==> src/rtl/apb_phase_node.sv <==
// APB phase node: decodes one upstream request onto one of NUM_SLAVES APB ports.
// Optional ACCESS-phase timeout when APB_PHASE_NODE_TIMEOUT_EN is defined.
module apb_phase_node #(
  parameter int          NUM_SLAVES     = 8,
  parameter int          APB_ADDR_WIDTH = 12,
  parameter logic [31:0] BASE_ADDR      = 32'h1A10_0000,
  parameter int          TIMEOUT_CYCLES = 255
) (
  input  logic                     ACLK,
  input  logic                     ARESETn,
  input  logic                     req_valid_i,
  input  logic                     req_write_i,
  input  logic [31:0]              req_addr_i,
  input  logic [31:0]              req_wdata_i,
  output logic                     req_ready_o,
  output logic [31:0]              req_rdata_o,
  output logic                     req_slverr_o,
  output logic [NUM_SLAVES-1:0]    psel_o,
  output logic                     penable_o,
  output logic                     pwrite_o,
  output logic [31:0]              paddr_o,
  output logic [31:0]              pwdata_o,
  input  logic [NUM_SLAVES*32-1:0] prdata_i,
  input  logic [NUM_SLAVES-1:0]    pready_i,
  input  logic [NUM_SLAVES-1:0]    pslverr_i
);

  localparam int IDX_W = $clog2(NUM_SLAVES);
  localparam int HI    = APB_ADDR_WIDTH + IDX_W;

  typedef enum logic [2:0] {IDLE, SETUP, ACCESS, RESP, ERR} state_e;

  state_e            state_q, state_d;
  logic              write_q;
  logic [31:0]       addr_q, wdata_q, rdata_q;
  logic [IDX_W-1:0]  idx_q;
  logic              slverr_q;

  logic              hit;
  logic [IDX_W-1:0]  idx;
  logic              sel_ready, sel_slverr, timeout_hit;
  logic [31:0]       sel_rdata;

  assign hit = (req_addr_i[31:HI] == BASE_ADDR[31:HI]);
  assign idx = req_addr_i[HI-1:APB_ADDR_WIDTH];

  // Only the captured slave's response lines are ever looked at.
  assign sel_ready  = pready_i[idx_q];
  assign sel_slverr = pslverr_i[idx_q];
  assign sel_rdata  = prdata_i[int'(idx_q)*32 +: 32];

`ifdef APB_PHASE_NODE_TIMEOUT_EN
  localparam logic [15:0] TIMEOUT_LAST = 16'(TIMEOUT_CYCLES - 1);
  logic [15:0] cnt_q;

  assign timeout_hit = (state_q == ACCESS) && (cnt_q == TIMEOUT_LAST);

  always_ff @(posedge ACLK or negedge ARESETn) begin
    if (!ARESETn)                            cnt_q <= '0;
    else if (state_q == SETUP)               cnt_q <= '0;
    else if (state_q == ACCESS && !sel_ready) cnt_q <= cnt_q + 16'd1;
  end
`else
  assign timeout_hit = 1'b0;
`endif

  // NOTE: sequential state uses non-blocking assignments so every flop samples
  // pre-edge values regardless of process ordering.
  always_ff @(posedge ACLK or negedge ARESETn) begin
    if (!ARESETn) state_q <= IDLE;
    else          state_q <= state_d;
  end

  // NOTE: defaults first in every combinational block prevent latch inference.
  always_comb begin
    state_d = state_q;
    unique case (state_q)
      IDLE:    if (req_valid_i) state_d = hit ? SETUP : ERR;
      SETUP:   state_d = ACCESS;
      ACCESS:  if (sel_ready || timeout_hit) state_d = RESP;
      RESP:    state_d = IDLE;
      ERR:     state_d = IDLE;
      default: state_d = IDLE;
    endcase
  end

  always_ff @(posedge ACLK or negedge ARESETn) begin
    if (!ARESETn) begin
      write_q  <= 1'b0;
      addr_q   <= '0;
      wdata_q  <= '0;
      idx_q    <= '0;
      rdata_q  <= '0;
      slverr_q <= 1'b0;
    end else begin
      if (state_q == IDLE && req_valid_i) begin
        write_q <= req_write_i;
        addr_q  <= req_addr_i;
        wdata_q <= req_wdata_i;
        idx_q   <= idx;
      end
      // A real pready wins over a simultaneous timeout.
      if (state_q == ACCESS) begin
        if (sel_ready) begin
          rdata_q  <= write_q ? 32'h0 : sel_rdata;
          slverr_q <= sel_slverr;
        end else if (timeout_hit) begin
          rdata_q  <= 32'h0;
          slverr_q <= 1'b1;
        end
      end
    end
  end

  always_comb begin
    psel_o       = '0;
    penable_o    = 1'b0;
    req_ready_o  = 1'b0;
    req_rdata_o  = 32'h0;
    req_slverr_o = 1'b0;
    unique case (state_q)
      SETUP:  psel_o[idx_q] = 1'b1;
      ACCESS: begin
        psel_o[idx_q] = 1'b1;
        penable_o     = 1'b1;
      end
      RESP: begin
        req_ready_o  = 1'b1;
        req_rdata_o  = rdata_q;
        req_slverr_o = slverr_q;
      end
      ERR: begin
        req_ready_o  = 1'b1;
        req_slverr_o = 1'b1;
      end
      default: ;
    endcase
  end

  assign pwrite_o = write_q;
  assign paddr_o  = addr_q;
  assign pwdata_o = wdata_q;

endmodule
==> config.mk <==
export PLATFORM = sky130hd
export DESIGN_NAME = apb_phase_node
export DESIGN_NICKNAME = d
export VERILOG_FILES = /design/src/rtl/apb_phase_node.sv
export SDC_FILE = /design/constraint.sdc
export NUM_CORES = 1
export LEC_CHECK = 0
export CAP_MARGIN = 20
export CELL_PAD_IN_SITES_DETAIL_PLACEMENT = 1
export CELL_PAD_IN_SITES_GLOBAL_PLACEMENT = 1
export CORE_AREA = 2 2 176 178
export CTS_CLUSTER_DIAMETER = 80
export CTS_CLUSTER_SIZE = 16
export DETAILED_ROUTE_END_ITERATION = 6
export DIE_AREA = 0 0 178 180
export GPL_ROUTABILITY_DRIVEN = 0
export PLACE_DENSITY_LB_ADDON = 0.1
export SLEW_MARGIN = 20
export SYNTH_ARGS = -nofsm -noshare
export SYNTH_HDL_FRONTEND = slang
export SYNTH_SLANG_ARGS = --single-unit
==> constraint.sdc <==
create_clock -name ACLK -period 2.31 [get_ports ACLK]
set_input_delay 0.693 -clock ACLK [delete_from_list [all_inputs] [get_ports ACLK]]
set_output_delay 0.693 -clock ACLK [all_outputs]
set_load 0.03 [all_outputs]
==> metrics.md <==
| Metric | Value |
|---|---|
| Status | `complete, but fails checks` |
| Failing checks | `negative setup slack` |
| Initial Util | `0.214` |
| Wirelength per Cell | `21.5 um` |
| Final Critical Period | `2.33 ns` |
| Setup ws final | `-0.0199 ns` |
| Cell Pwr Density | `527 nW/um2` |
| RSZ-0062 raised after global routing | `true` |
| Crit path arrival time | `1.64 ns` |
| GR met1 Demand/Resource | `0.214` |
| Synth warnings | `0` |
| Fin area | `12000 um2` |
| Total grt overflow | `0` |
| Worst slew pin tran | `0.513 ns` |
| Leak pwr | `4.77 nW` |
| Pre-antenna DRT Iters | `4` |
| Non-filler instance count after layout | `1360` |
| Worst hold path type | `in2async` |
| Row count | `64` |
| Final hold violations | `0` |
| Number of CTS-inserted buffers | `9` |
| Sequential-to-total area share from yosys stat | `0.391` |
| GRT Util Overall | `0.180` |
| Skew-Pair Late Insertion Delay | `0.35 ns` |
| TritonCTS clock tree | `done` |
| DRT Wirelength | `29200 um` |
| Dpl cells | `1335` |
| Initial antenna violation count | `1` |
| Area leader, netlist | `dfrtp_1` |
| Met3 Usage GRT | `0.0459` |
| CTS root buffer | `clkbuf_16` |
| CTS hold repair buffers | `0` |
| Slew Limit Fails | `0` |
| Clock Tree Buf Depth | `2` |
| Worst flop-to-flop path endpoint | `rdata_q[31]$_DFFE_PN0P_` |
| Final HPWL DP | `23500 um` |
| Die width | `178 um` |
| Worst r2r src | `paddr_o[12]$_DFFE_PN0P_` |
| R2r setup slk | `0.06 ns` |
| Synth area leaders | `dfrtp_1 (39%), mux2_2 (23%), mux4_2 (12%), mux2_4 (7.0%), and2_1 (3.1%)` |
| Layout cell share with drive strength beyond 1 | `0.347` |
| First DRT Iteration DRCs | `125` |
| Final nets | `1298` |
| Syn Area/Cell | `12.7 um2` |
| Yosys top cell area share | `0.391` |
| Worst Setup Start Kind | `flip-flop` |
| Fmax | `429 MHz` |
| Die area | `32000 um2` |
| Synthesized Nets | `849` |
| Clock Skews | `0.00896 ns` |
| IO Count | `448` |
| Vias in the first global route | `6690` |
| # clock sinks | `101` |
| Die height | `180 um` |
| Fin crit share | `1.01` |
| Crit. End Element | `output pin` |
| Final Setup Violations | `1` |
| # port buffers | `447` |
| Post-synth cell types | `29` |
| Area Overhead vs Synth | `86.1%` |
| Routed vias | `6039` |
| CP startpoint | `state_q[1]$_DFFE_PN0P_` |
| Post-place instance area | `11500 um2` |
| Met2 Track Usage GR | `0.326` |
| Rel. slew slack | `0.658` |
| Antenna Nets Post-Route | `0` |
| DRC violations left | `0` |
| Worst vdd ir | `0.346 mV` |
| Critical path type | `reg2out` |
| Register bit total from synthesis | `101` |
| Largest net degree at the start of global routing | `63` |
| Register-to-Register Path Depth | `6` |
| Number of max-cap violations | `0` |
| Htree depth | `3` |
| Critical path endpoint | `req_slverr_o` |
| CP required | `1.62 ns` |
| Via density | `4.44` |
| Core footprint | `30200 um2` |
| Synth Instances | `509` |
| CP Max Fanout | `8` |
| First-pass GRT wire length | `43100 um` |
| Mapped cell area | `6460 um2` |
| Clk slew on worst S/H paths | `0.08 ns` |
| GRT busiest layer | `met2` |
## final cells by class
type | count | area, um2
clock inverters | 7 | 68.8
clock buffers | 9 | 225
diodes | 1 | 2.50
flip-flops and latches | 101 | 2540
well taps | 396 | 495
repair buffers | 484 | 4930
fillers | 3256 | 18200
multi-input cells | 362 | 3760
## through the flow
step / TNS, ns / util / hold slack (ns) / total power [mW] / setup slack [ns]
CTS: -0.344 / 0.396 / 0.123 / 6.45 / -0.0495
floorplan: -0.0206 / - / 0.397 / 3.48 / -0.0206
global route: -0.928 / 0.398 / 0.123 / 6.71 / -0.0725
global placement: -9.93 / 0.380 / 0.487 / 4.83 / -0.336
finish: -0.0199 / 0.398 / 0.142 / 6.34 / -0.0199
detailed placement: -10.53 / 0.380 / 0.486 / 4.83 / -0.354
## cell usage after synthesis
library cell and number:
mux4_2 35, or3_1 1, mux2_2 133, and4b_1 1, nor2_1 41, buf_12 3
a211oi_1 1, nand2_1 2, and4_1 1, nor4b_1 2, nor3b_1 1, clkbuf_1 21
buf_6 5, a21boi_0 1, xnor2_1 1, buf_2 17, nor4_1 1, nor2b_2 1
and3b_1 1, nand2b_1 3, a22o_1 1, mux2i_1 4, dfrtp_1 101, mux2_4 30
nand4b_1 1, and2_1 32, a21o_1 1, nor3_1 35, o22ai_1 32
## repair_timing
action	in CTS	in global routing
endpoints found under the setup margin	42	49
pin swaps	5	4
cloned	1	1
gates resized for setup	46	14
hold endpoints to repair	0	0
buffers inserted	5	1
## state kept, by name, indices dropped and copies added (netlist names)
| register | flops |
|---|---|
| paddr_o | 32 |
| pwdata_o | 32 |
| pwrite_o | 1 |
| rdata_q | 32 |
| slverr_q | 1 |
| state_q | 3 |
## per-layer routing
metal	routed length, um	vias to the layer above
met4	386	0
met5	0	-
li1	-	2802
met1	11500	2998
met3	2030	19
met2	15200	220
## power by group
part / switching (mW) / internal [mW]
combinational: 1.22 / 1.53
sequential: 0.0963 / 1.94
clock: 0.786 / 0.762
## worst min path at each step
stage / to / slack [ns] / cells past startpoint
3_3_place_gp: rdata_q[31]$_DFFE_PN0P_ / 0.49 / 1
4_1_cts: rdata_q[17]$_DFFE_PN0P_ / 0.12 / 1
6_report: rdata_q[17]$_DFFE_PN0P_ / 0.14 / 1
5_1_grt: rdata_q[17]$_DFFE_PN0P_ / 0.12 / 1
2_1_floorplan: paddr_o[0]$_DFFE_PN0P_ / 0.40 / 0
3_5_place_dp: rdata_q[23]$_DFFE_PN0P_ / 0.49 / 1
## layout by cell type (no fill, tap or decap), types with 2 or more instances in the layout
master,instances
and2_1,15
buf_12,13
o22ai_1,32
mux4_2,35
mux2_4,30
mux2i_1,4
clkbuf_16,10
and2_4,17
buf_6,30
mux2_2,133
clkdlybuf4s50_1,400
dfrtp_2,5
nor2_1,37
inv_8,2
nor3_1,33
nand2b_2,2
nor2_4,3
buf_4,39
dfrtp_1,95
## critical path: stages (launching register included)
cell,delay (ns)
dfrtp_1,0.40
buf_6,0.12
and3b_2,0.23
buf_6,0.15
a22o_1,0.23
buf_6,0.15
## cells by family (layout without fill, tap and decap cells)
logic type,count (synthesis),in the layout,share of synthesized area
other,0,1,0
and+or+nand+nor,123,123,0.0987
AOI/OAI and AO/OA,36,36,0.0358
buffers and inverters,46,500,0.0434
muxes,202,202,0.430
xor gates and xnor gates,1,1,0.00136
DFF,101,101,0.391
Power figures use the tool's default switching activity.
